`src/rtl/serial_tx_fifo16_pkg.sv`:
```
// serial_tx_fifo16_pkg: shared FSM encoding and frame constants for the UART transmit path
package serial_tx_fifo16_pkg;
    typedef enum logic [1:0] {IDLE = 2'd0, START = 2'd1, DATA = 2'd2, STOP = 2'd3} tx_state_t;
    localparam int FRAME_BITS = 10;
    localparam int DATA_BITS  = FRAME_BITS - 2;
endpackage

```
`src/rtl/serial_tx_fifo16_fifo.sv`:
```
// sync_fifo16: circular byte FIFO with occupancy count and registered fill flags
module sync_fifo16 #(
    parameter int DEPTH = 16
) (
    input  logic       CLK,
    input  logic       CLR,
    input  logic       write,
    input  logic       read,
    input  logic [7:0] din,
    output logic [7:0] dout,
    output logic       full,
    output logic       half_full,
    output logic       data_present
);
    localparam int AW = $clog2(DEPTH);
    localparam int CW = AW + 1;
    logic [7:0]    mem [DEPTH];
    logic [AW-1:0] wr_ptr, rd_ptr;
    logic [CW-1:0] count, count_d;
    logic          wr_ok, rd_ok;

    // full is judged on the pre-pop count, so a write into a full FIFO is lost even alongside a pop
    assign wr_ok   = write && count != CW'(DEPTH);
    assign rd_ok   = read && count != '0;
    assign count_d = (wr_ok && !rd_ok) ? count + 1'b1 : (rd_ok && !wr_ok) ? count - 1'b1 : count;
    assign dout    = mem[rd_ptr];

    always_ff @(posedge CLK)
        if (wr_ok) mem[wr_ptr] <= din;

    always_ff @(posedge CLK or posedge CLR)
        if (CLR) begin
            wr_ptr       <= '0;
            rd_ptr       <= '0;
            count        <= '0;
            full         <= 1'b0;
            half_full    <= 1'b0;
            data_present <= 1'b0;
        end else begin
            wr_ptr       <= wr_ok ? wr_ptr + 1'b1 : wr_ptr;
            rd_ptr       <= rd_ok ? rd_ptr + 1'b1 : rd_ptr;
            count        <= count_d;
            full         <= count_d == CW'(DEPTH);
            half_full    <= count_d >= CW'(DEPTH / 2);
            data_present <= count_d != '0;
        end
endmodule

```
`src/rtl/serial_tx_fifo16.sv`:
```
// serial_tx_fifo16: queues PicoBlaze output bytes and sends them as 8N1 frames
// paced by a shared 16x-baud enable
module serial_tx_fifo16
    import serial_tx_fifo16_pkg::*;
#(
    parameter int FIFO_DEPTH = 16,
    parameter int OVERSAMPLE = 16
) (
    input  logic       CLK,
    input  logic       CLR,
    input  logic [7:0] data_in,
    input  logic       write_buffer,
    input  logic       en_16_x_baud,
    output logic       serial_out,
    output logic       buffer_full,
    output logic       buffer_half_full,
    output logic       buffer_data_present,
    output logic       tx_busy
);
    localparam int TW = $clog2(OVERSAMPLE);
    localparam int BW = $clog2(DATA_BITS);
    tx_state_t     state, state_d;
    logic [TW-1:0] tick, tick_d;
    logic [BW-1:0] bit_idx, bit_d;
    logic [7:0]    shift, shift_d, fifo_dout;
    logic          pop, bit_end, serial_d;

    sync_fifo16 #(.DEPTH(FIFO_DEPTH)) u_fifo (
        .CLK         (CLK),
        .CLR         (CLR),
        .write       (write_buffer),
        .read        (pop),
        .din         (data_in),
        .dout        (fifo_dout),
        .full        (buffer_full),
        .half_full   (buffer_half_full),
        .data_present(buffer_data_present)
    );

    assign bit_end = en_16_x_baud && tick == TW'(OVERSAMPLE - 1);

    always_ff @(posedge CLK or posedge CLR)
        if (CLR) begin
            state      <= IDLE;
            tick       <= '0;
            bit_idx    <= '0;
            shift      <= '0;
            serial_out <= 1'b1;
        end else begin
            state      <= state_d;
            tick       <= tick_d;
            bit_idx    <= bit_d;
            shift      <= shift_d;
            serial_out <= serial_d;
        end

    always_comb begin
        state_d = state;
        tick_d  = tick;
        bit_d   = bit_idx;
        shift_d = shift;
        pop     = 1'b0;
        if (state == IDLE) begin
            if (en_16_x_baud && buffer_data_present) begin
                pop     = 1'b1;
                shift_d = fifo_dout;
                state_d = START;
                tick_d  = '0;
            end
        end else if (en_16_x_baud) begin
            tick_d = bit_end ? '0 : tick + 1'b1;
            if (bit_end)
                case (state)
                    START: begin
                        state_d = DATA;
                        bit_d   = '0;
                    end
                    DATA: begin
                        shift_d = shift >> 1;
                        bit_d   = bit_idx + 1'b1;
                        state_d = (bit_idx == BW'(DATA_BITS - 1)) ? STOP : DATA;
                    end
                    default: state_d = IDLE;
                endcase
        end
    end

    // the line level is computed from the next state so serial_out itself is a plain register
    always_comb begin
        serial_d = (state_d == START) ? 1'b0 : (state_d == DATA) ? shift_d[0] : 1'b1;
        tx_busy  = state != IDLE;
    end
endmodule
```
`config.mk`:
```
export PLATFORM = sky130hd
export DESIGN_NAME = serial_tx_fifo16
export DESIGN_NICKNAME = d
export VERILOG_FILES = /design/src/rtl/serial_tx_fifo16_pkg.sv /design/src/rtl/serial_tx_fifo16_fifo.sv /design/src/rtl/serial_tx_fifo16.sv
export SDC_FILE = /design/constraint.sdc
export NUM_CORES = 1
export LEC_CHECK = 0
export CORE_UTILIZATION = 54
export CTS_CLUSTER_DIAMETER = 80
export CTS_CLUSTER_SIZE = 12
export DETAILED_ROUTE_END_ITERATION = 10
export GPL_ROUTABILITY_DRIVEN = 0
export PLACE_DENSITY = 0.71
export SYNTH_ARGS = -nofsm -noshare
export SYNTH_HDL_FRONTEND = slang
export SYNTH_SLANG_ARGS = --single-unit
export TNS_END_PERCENT = 10
```
`constraint.sdc`:
```
create_clock -name CLK -period 3.1 [get_ports CLK]
set_clock_uncertainty 0.2 [all_clocks]
set_input_delay 0.62 -clock CLK [delete_from_list [all_inputs] [get_ports CLK]]
set_output_delay 0.62 -clock CLK [all_outputs]
set_load 0.01 [all_outputs]
```
==> impl_results.md, run 1 <==
- Worst-Skew Late Latency: 0.42 ns
- Worst hold slack: approximately 0.30 ns
- Htree depth: 4
- Total gr overflow: 0
- Via count: roughly 3900
- Synth cell types: 53
- Hold buffer count at CTS: 0
- Slew Viols, Final: 0
- Routed vias/inst: 5.93
- Setup_tns: 0 ns
- Post-CTS Resized: 0
- Final WL: 13600 um
- Initial antenna violation count: 0
- Post-Synthesis Cells: 450
- Share of layout cells above drive strength 1: 15.3%
- CP Buf/Inv Count: 4
- Clock slew at reported path FFs: about 0.06 ns
- Port buffer count: 16
- CP arrival: 1.96 ns
- Asr flop ratio synth: between 20% and 30%
- HP Start: bit_idx[2]$_DFFE_PP0P_
- CP top delay family: buffers and inverters
- First-pass GRT wire length: ~22000 um
- Most common cell after layout, fill and taps aside: edfxtp_1
- GRT Util Overall: a little under a quarter
- CP Max Fanout: 8
- # setup viols final: 0
- Slowest cell on crit path: clkdlybuf4s50_1
- Std-Cell Rows: 40
- Crit path top cell by count: inv_1
- Area grow syn2layout: 13.8%
- Status: finished, final reports clean
- Startpoint types: flip-flop
- Area of the multi-input gates: 0.00206 mm^2
- Slew @ Worst Pin: 0.895 ns
- CP Class: reg2out
- Peak VDD IR: 0.417 mV
- Root Buffer: clkbuf_16
- Starting density of the core: 56.4%
- Synthesis-stage register bit count: 162
- Final Net Count: 503
- Fin. Hold Viols: 0
- PwrDens: 874 mW/mm^2
- Syn nets: 474
- Hold Path Stages: 2
- Setup slack, reg-to-reg: 0.48 ns
- Commonest non-fill, non-tap cells in the layout: edfxtp_1, dfrtp_1, nand2_1
- # clock sinks: 162
- Worst Hold End: bit_idx[2]$_DFFE_PP0P_
- Primary FF master, synth: edfxtp_1
- Max Freq: between 300 and 400 MHz
- Crit end category: primary output
- Pre-Repair DR Iteration Count: 5
- Core ar.: 0.0122 mm^2
- Chip Height: 115 um
- Top cell type's share of synthesized area: 55.8%
- Unrepaired setup endpoints after global routing: false
- I/O pins: 17
- Post-detailed-route wirelength per cell: 20.7 um
- Cell taking the most area after synthesis: edfxtp_1
- 1st-iter DRT viols: between 300 and 400
- CTS buffer count: 17
- Storage cell area: 0.00470 mm^2
- Worst reg2reg path startpoint: u_fifo.count[0]$_DFF_PP0_
- CP Data Required Time: 2.28 ns
- Fin crit share: around 90%
- Max cap viols: 0
- Mapped Area: a little under 0.007 mm^2
- # DRC: 0
- Clock Path Buffers: 2
- Vias in the first global route: around 3900
- FILL cells: 904
- Die Wd: 115 um
- Worst hold path class: reg2reg
- Slew HR: 40.4%
- Crit-path cells: inv_1 -> ha_1 -> buf_4 -> inv_1 -> clkdlybuf4s50_1
- Final min period: 2.78 ns
- Setup Buffers After CTS: 0
- Post-synth EDFFs: approximately 130
- Max incr delay on CP: 0.56 ns
- R2R depth: 7
- CTS tree: yes
- Synthesized area per cell: between 15 and 20 um^2
- Area of the die: between 0.01 and 0.015 mm^2
- Synth area leaders: edfxtp_1, dfrtp_1, mux4_2
- Yosys warns: 0
- HPWL Detailed: 9190 um
- Final total power: just under 7 mW
- Fin util: 64.2%
- Sequential share of the synthesized area: approximately 68%
- FF-to-FF End: u_fifo.data_present$_DFF_PP0_
- Antenna Nets Post-Route: 0
- Largest net degree at the start of global routing: 35
- Ant diodes: 0
- Leak: between 2 and 3 nW
where the power goes:
group / switching [mW] / internal (mW) / leakage [nW]
logic: 1.01 / 0.869 / 0.936
clock network: 0.820 / 1.11 / 0.261
registers: 0.343 / 2.71 / 1.57
worst reg2reg max path, stage by stage (launching register included):
cell and delay (ns):
dfrtp_1 0.46, inv_1 0.09, ha_1 0.24, nor4b_2 0.50
nand2b_1 0.24, a31oi_1 0.11, xnor2_1 0.16, or4_1 0.51
flip-flops by register name, summed over array words and instances, names as in the netlist:
register / cells
u_fifo.half_full: 1
u_fifo.rd_ptr: 4
serial_out: 1
u_fifo.data_present: 1
u_fifo.full: 1
u_fifo.wr_ptr: 4
bit_idx: 3
state: 2
tick: 4
u_fifo.mem: 128
u_fifo.count: 5
shift: 8
layer usage:
metal  global-route usage (%)  vias up  wire (um)
met5                        0        -          0
met4                     8.05        0        220
met3                     5.64       18        638
met2                     35.6       95       6530
met1                     31.9     1985       6240
li1                         -     1811          -
stage by stage:
step | setup WS [ns] | std cells | instance area, um^2
finish | 0.320 | 659 | 7840
CTS | 0.299 | 659 | 7840
floorplan | 0.758 | 450 | 6890
detailed placement | 0.247 | 628 | 7300
global placement | 0.283 | 628 | 7300
global route | 0.243 | 659 | 7840
worst max-delay path by stage:
stage | cells after the start | slack [ns] | start | endpoint
3_5_place_dp | 7 | 0.25 | en_16_x_baud | shift[4]$_DFFE_PP0P_
2_1_floorplan | 7 | 0.76 | u_fifo.count[0]$_DFF_PP0_ | u_fifo.data_present$_DFF_PP0_
3_3_place_gp | 6 | 0.28 | en_16_x_baud | u_fifo.data_present$_DFF_PP0_
4_1_cts | 5 | 0.30 | state[0]$_DFF_PP0_ | tx_busy
5_1_grt | 5 | 0.24 | state[0]$_DFF_PP0_ | tx_busy
6_report | 5 | 0.32 | state[0]$_DFF_PP0_ | tx_busy
final cells by class:
type | instances | share of cell area (%)
clock buffer | 20 | 5.57
clock inverter | 11 | 1.37
inverter | 13 | 0.622
multi-input combinational | 254 | 26.2
sequential | 162 | 59.9
tap | 168 | 2.68
timing repair buffer | 31 | 3.64
synth_stat cells (2+ instances only):
library cell / instances
clkbuf_1: 11
edfxtp_1: 128
a22o_1: 2
a22oi_1: 5
a31oi_1: 6
nand2b_1: 3
mux2_2: 7
and4_1: 5
mux2_1: 3
o31ai_1: 4
xnor2_1: 7
a221oi_1: 4
a41oi_1: 2
a211o_1: 2
nor3_1: 4
nand3_1: 15
buf_2: 8
and2_1: 15
inv_1: 12
nor2b_1: 3
mux2i_1: 24
nor3b_1: 2
o21ai_0: 17
nand4_1: 4
nand2_1: 30
and3_1: 5
dfrtp_1: 33
nor4_1: 2
a21oi_1: 13
o211ai_1: 7
mux4_2: 18
a211oi_1: 3
o22ai_1: 2
nor2_1: 14
ha_1: 12
logic make-up after synthesis:
| group | synth area share [%] |
|---|---|
| DFF | 68.1 |
| and+or+nand+nor | 8.55 |
| AOI/OAI and AO/OA | 7.08 |
| muxes | 11.0 |
| buffers and inverters | 2.05 |
| adders and majority gates | 2.18 |
| xor gates and xnor gates | 1.02 |
Power figures use the tool's default switching activity.
==> run 2, diff against run 1 <==
--- a/config.mk
+++ b/config.mk
@@ -11,6 +11,7 @@
 export DETAILED_ROUTE_END_ITERATION = 10
 export GPL_ROUTABILITY_DRIVEN = 0
 export PLACE_DENSITY = 0.71
+export REMOVE_ABC_BUFFERS = 1
 export SYNTH_ARGS = -nofsm -noshare
 export SYNTH_HDL_FRONTEND = slang
 export SYNTH_SLANG_ARGS = --single-unit
==> constraint.sdc (replaced) <==
create_clock -name CLK -period 3.5 [get_ports CLK]
set_clock_uncertainty 0.2 [all_clocks]
set_input_delay 0.7 -clock CLK [delete_from_list [all_inputs] [get_ports CLK]]
set_output_delay 0.7 -clock CLK [all_outputs]
set_load 0.01 [all_outputs]
==> run 2 against run 1 <==
Net effect: setup slack improved by 0.27 ns; critical endpoint unchanged; sequential cell count did not move; clock power fell by 6%; sequential power fell by 10%; critical path type unchanged; combinational power fell by 12%; routed wire length rose by 4.3%; first-iteration DRC count rose by 34%; global-route usage rose by 1.3 points; total power fell by 9.8%; largest cell class unchanged; critical path depth fell by 1; worst hold slack got worse by 0.0032 ns; sequential share of layout area rose by 0.15 points.
==> impl_results.md, run 2 (synthesis gave the netlist of run 1 again) <==
- Placed Area: 0.00725 mm^2 (-0.69%)
- Startpoint types: flip-flop
- CTS buffer count: 17 (unchanged)
- Post-detailed-route wirelength per cell: 21.7 um (+4.9%)
- I/O pins: 17 (unchanged)
- Fin. Hold Viols: 0 (unchanged)
- Top reg by flops: u_fifo.mem
- Antenna Nets Post-Route: 0 (unchanged)
- CP arrival: 2.01 ns (+0.05 ns)
- PwrDens: 791 mW/mm^2 (-9.5%)
- FF-to-FF End: u_fifo.data_present$_DFF_PP0_
- Place WS: 0.529 ns (+0.282 ns)
- Max cap viols: 0 (unchanged)
- GRT Util Overall: 24.2% (+1.3 points)
- CP Max Fanout: 10 (+2)
- Final WL: 14200 um (+4.3%)
- Die Wd: 115 um (unchanged)
- Total gr overflow: 0 (unchanged)
- Vias in the first global route: 3973 (+2.6%)
- Largest net degree at the start of global routing: 35 (unchanged)
- Starting density of the core: 56.4% (unchanged)
- Initial antenna violation count: 0 (unchanged)
- Clock Path Buffers: 2 (unchanged)
- Clock slew at reported path FFs: 0.06 ns (about the same)
- Commonest non-fill, non-tap cells in the layout: edfxtp_1, dfrtp_1, nand2_1
- Crit end category: primary output
- Share of layout cells above drive strength 1: 15.0% (-0.29 points)
- HP Start: bit_idx[2]$_DFFE_PP0P_
- Fin crit share: 83.2%
- Area of the die: 0.0132 mm^2 (unchanged)
- Hold buffer count at CTS: 0 (unchanged)
- Final Cell Area: 0.00782 mm^2 (-0.26%)
- Peak VDD IR: 0.405 mV (-2.9%)
- Pre-Repair DR Iteration Count: 5 (unchanged)
- Worst-Skew Late Latency: 0.43 ns (about the same)
- Chip Height: 115 um (unchanged)
- Leak: 2.76 nW (-0.15%)
- Slew Viols, Final: 0 (unchanged)
- CP Data Required Time: 2.60 ns (+0.32 ns)
- Post-route insts no fill: 655 (-0.61%)
- Setup_tns: 0 ns (unchanged)
- R2R depth: 7 (unchanged)
- Worst reg2reg path startpoint: u_fifo.count[0]$_DFF_PP0_
- Root Buffer: clkbuf_16
- Post-CTS Resized: 0 (unchanged)
- CTS tree: yes
- Hold Path Stages: 2 (unchanged)
- Worst hold path class: reg2reg
- Via count: 4006 (+2.5%)
- Port buffer count: 16 (unchanged)
- # setup viols final: 0 (unchanged)
- Final WS setup: 0.589 ns (+0.270 ns)
- Worst hold slack: 0.299 ns (-0.00315 ns)
- Inst Count DP: 623 (-0.80%)
- # clock sinks: 162 (unchanged)
- Unrepaired setup endpoints after global routing: false
- Biggest regs: u_fifo.mem: 128 flops, shift: 8 flops, u_fifo.count: 5 flops
- Std-Cell Rows: 40 (unchanged)
- First-pass GRT wire length: 22500 um (+4.3%)
- HPWL Detailed: 9480 um (+3.1%)
- Final Net Count: 498 (-0.99%)
- # DRC: 0 (unchanged)
- Worst Hold End: bit_idx[2]$_DFFE_PP0P_
- CP Class: reg2out
- Max reg flops: 128 (unchanged)
- Max Freq: between 300 and 400 MHz
- Setup slack, reg-to-reg: 0.84 ns (+0.36 ns)
- Final min period: 2.91 ns
- Routed vias/inst: 6.12 (+3.1%)
- Area grow syn2layout: 13.5%
- Slew HR: 42.1% (+1.8 points)
- Ant diodes: 0 (unchanged)
- Status: finished, final reports clean
- Slew @ Worst Pin: 0.868 ns (-0.0266 ns)
- Setup Buffers After CTS: 0 (unchanged)
- 1st-iter DRT viols: 502 (+34%)
- Core ar.: 0.0122 mm^2 (unchanged)
- Most common cell after layout, fill and taps aside: edfxtp_1
- Htree depth: 4 (unchanged)
[run 2: cell types whose count changed in the layout (fill, tap and decap cells not counted), sizes merged]
cell | previous run | this run
clkbuf | 20 | 18
clkinv | 7 | 6
buf | 15 | 10
clkinvlp | 2 | 0
inv | 14 | 20
[run 2: cell type report]
type | count | area, um^2
multi-input cells | 254 | 2060
repair buffers | 26 | 235
inverters | 13 | 48.8
clock inverters | 14 | 145
well taps | 168 | 210
flip-flops and latches | 162 | 4700
fillers | 882 | 4390
clock buffers | 18 | 429
[run 2: metal layers]
layer  share of wire [%]  wire, um  GRT usage (%)
met4                 2.0       291           10.6
met3                 5.9       833           5.48
met2                  48      6830           37.5
met1                  44      6270           33.2
met5                   0         0              0
[run 2: metrics by stage]
stage	utilization, %	power (mW)
floorplan	-	3.82
finish	64.0	6.19
detailed placement	59.3	4.39
global route	64.0	6.48
global placement	59.3	4.33
CTS	64.0	6.20
[run 2: worst max-delay path by stage]
stage	startpoint	endpoint	slack, ns
2_1_floorplan	u_fifo.rd_ptr[0]$_DFFE_PP0P_	serial_out$_DFF_PP1_	0.54
3_3_place_gp	write_buffer	u_fifo.mem[10][5]$_DFFE_PP_	0.56
3_5_place_dp	write_buffer	u_fifo.mem[5][4]$_DFFE_PP_	0.53
4_1_cts	state[0]$_DFF_PP0_	tx_busy	0.59
5_1_grt	state[0]$_DFF_PP0_	tx_busy	0.48
6_report	state[0]$_DFF_PP0_	tx_busy	0.59
[run 2: worst max-delay path, cell delays in order (launching register included)]
cell and delay [ns]:
dfrtp_1 0.39, inv_1 0.12, ha_1 0.38, inv_1 0.18, clkdlybuf4s50_1 0.51
[run 2: power breakdown]
part	leakage (nW)	switching [mW]	internal (mW)
registers	1.57	0.335	2.40
logic	0.904	0.876	0.759
clock network	0.289	0.808	1.01
total	2.76	2.02	4.17
==> run 3, diff against run 2 <==
==> constraint.sdc (replaced) <==
create_clock -name CLK -period 3 [get_ports CLK]
set_clock_uncertainty 0.2 [all_clocks]
set_input_delay 0.6 -clock CLK [delete_from_list [all_inputs] [get_ports CLK]]
set_output_delay 0.6 -clock CLK [all_outputs]
set_load 0.01 [all_outputs]
==> run 3 against run 2 <==
Net effect: sequential cell count unchanged; first-iteration DRC count down 9.8%; design area up 2.3%; clock-buffer cell count unchanged; highest routed layer unchanged.
==> impl_results.md, run 3 (synthesis gave the netlist of run 1 again) <==
- Status: finished, final reports clean
- Area grow syn2layout: 16.1%
- NetSw: 2.32 mW (+15%)
- Slew Viols, Final: 0 (unchanged)
- GRT Util Overall: 23.9% (-0.32 points)
- Port buffer count: 16 (unchanged)
- Max Freq: roughly 360 MHz
- Max reg flops: 128 (unchanged)
- Clock slew at reported path FFs: 0.06 ns (about the same)
- Gate power share: 27.5% (+1.1 points)
- Die Wd: 115 um (unchanged)
- Leak: 2.86 nW (+3.6%)
- Fin. Hold Viols: 0 (unchanged)
- Total gr overflow: 0 (unchanged)
- Pre-Repair DR Iteration Count: 5 (unchanged)
- Routed vias/inst: 5.94 (-2.9%)
- Internal: 5.14 mW (+23%)
- Root Buffer: clkbuf_16
- Std-Cell Rows: 40 (unchanged)
- Slew @ Worst Pin: 0.728 ns (-0.140 ns)
- Fin util: 65.5% (+1.5 points)
- Share of total power in the clock network: 30.8% (+1.5 points)
- Hold buffer count at CTS: 0 (unchanged)
- CP arrival: 1.96 ns (-0.05 ns)
- CTS tree: yes
- Peak VDD IR: 0.532 mV (+31%)
- Chip Height: 115 um (unchanged)
- Inst Count DP: 638 (+2.4%)
- Area of the die: 0.0132 mm^2 (unchanged)
- Initial antenna violation count: 0 (unchanged)
- Via count: 3978 (-0.70%)
- CP Class: reg2out
- Final total power: 7.45 mW (+20%)
- # setup viols final: 0 (unchanged)
- Fin crit share: 91.9%
- Final Net Count: 513 (+3.0%)
- Crit end category: primary output
- Antenna Nets Post-Route: 0 (unchanged)
- 1st-iter DRT viols: 453 (-9.8%)
- I/O pins: 17 (unchanged)
- Ant diodes: 0 (unchanged)
- HPWL Detailed: 9200 um (-2.9%)
- Post-CTS Resized: 0 (unchanged)
- Sw Share: 31.1% (-1.6 points)
- # clock sinks: 162 (unchanged)
- Setup Buffers After CTS: 0 (unchanged)
- Share of layout cells above drive strength 1: 17.1% (+2.1 points)
- Max cap viols: 0 (unchanged)
- First-pass GRT wire length: 22100 um (-2.2%)
- Biggest regs: u_fifo.mem: 128 flops, shift: 8 flops, u_fifo.count: 5 flops
- Clock Path Buffers: 2 (unchanged)
- Most common cell after layout, fill and taps aside: edfxtp_1
- # DRC: 0 (unchanged)
- Worst hold path class: reg2reg
- Largest net degree at the start of global routing: 25 (-29%)
- Unrepaired setup endpoints after global routing: false
- Crit path top cell by count: inv_1
- Seq pwr share: 41.7% (-2.5 points)
- Slew HR: 51.3% (+9.2 points)
- Core ar.: 0.0122 mm^2 (unchanged)
- Post-detailed-route wirelength per cell: 20.9 um (-3.7%)
- Max incr delay on CP: 0.51 ns (about the same)
- Final min period: 2.76 ns
- CP Data Required Time: 2.20 ns (-0.40 ns)
- PwrDens: 931 mW/mm^2 (+18%)
- Post-route insts no fill: 670 (+2.3%)
- Worst hold slack: 0.297 ns (-0.00112 ns)
- Startpoint types: flip-flop
- Starting density of the core: 56.4% (unchanged)
- Worst-Skew Late Latency: 0.43 ns (about the same)
- CP Max Fanout: 10 (unchanged)
- CTS buffer count: 17 (unchanged)
- Setup_tns: 0 ns (unchanged)
- Slowest cell on crit path: clkdlybuf4s50_1
- Final WL: 14000 um (-1.5%)
- Commonest non-fill, non-tap cells in the layout: edfxtp_1, dfrtp_1, nand2_1
- Htree depth: 4 (unchanged)
- Top reg by flops: u_fifo.mem
- Vias in the first global route: 3959 (-0.35%)
- Crit-path cells: inv_1 -> ha_1 -> inv_1 -> clkdlybuf4s50_1
run 3: cell count changes in the layout (fill, tap and decap cells not counted):
cell / delta
buf_12: +1
bufinv_16: +3
inv_6: +1
clkinvlp_4: +1
inv_8: -4
clkinv_2: -3
clkinv_1: +2
buf_4: +14
run 3: final cells by class:
type,count,area (um^2)
inverters,13,48.8
repair buffers,41,360
fillers,877,4210
clock buffers,18,429
well taps,168,210
multi-input cells,254,2060
clock inverters,14,199
flip-flops and latches,162,4700
run 3: final timing paths:
kind,startpoint,to,slack (ns),cells after the start
min in group asynchronous,CLR,u_fifo.wr_ptr[2]$_DFFE_PP0P_,0.33,3
worst min register to register,bit_idx[0]$_DFFE_PP0P_,bit_idx[0]$_DFFE_PP0P_,0.30,1
worst min-delay path,bit_idx[0]$_DFFE_PP0P_,bit_idx[0]$_DFFE_PP0P_,0.30,1
worst max register to register,u_fifo.count[0]$_DFF_PP0_,u_fifo.data_present$_DFF_PP0_,0.42,7
max in group asynchronous,CLR,serial_out$_DFF_PP1_,2.01,3
worst max-delay path,state[1]$_DFF_PP0_,tx_busy,0.24,4
run 3: critical path: cells and delay by family (launching register included):
family	cells	cell delay (ns)
fa+ha+maj	1	0.36
buf+inv	3	0.77
flops	1	0.39
run 3: through the flow:
| step | cell area (um^2) | worst slack [ns] |
|---|---|---|
| after floorplan | 6800 | 0.0370 |
| after global placement | 7370 | 0.234 |
| after detailed placement | 7370 | 0.194 |
| after CTS | 8000 | 0.240 |
| after global routing | 8000 | 0.113 |
| final | 8000 | 0.243 |
run 3: power groups by stage:
stage | combinational, mW | clock [mW] | sequential (mW)
2_1_floorplan | 1.22 | 0 | 3.23
3_3_place_gp | 1.99 | 0 | 3.14
3_5_place_dp | 2.02 | 0 | 3.15
4_1_cts | 2.04 | 2.32 | 3.11
5_1_grt | 2.24 | 2.40 | 3.16
6_report | 2.05 | 2.29 | 3.11
run 3: routing by layer:
layer / GRT usage (%) / share of wire (%)
met1: 31.5 / 43
met2: 36.7 / 47
met3: 6.11 / 7.2
met4: 12.8 / 2.8
met5: 0 / 0
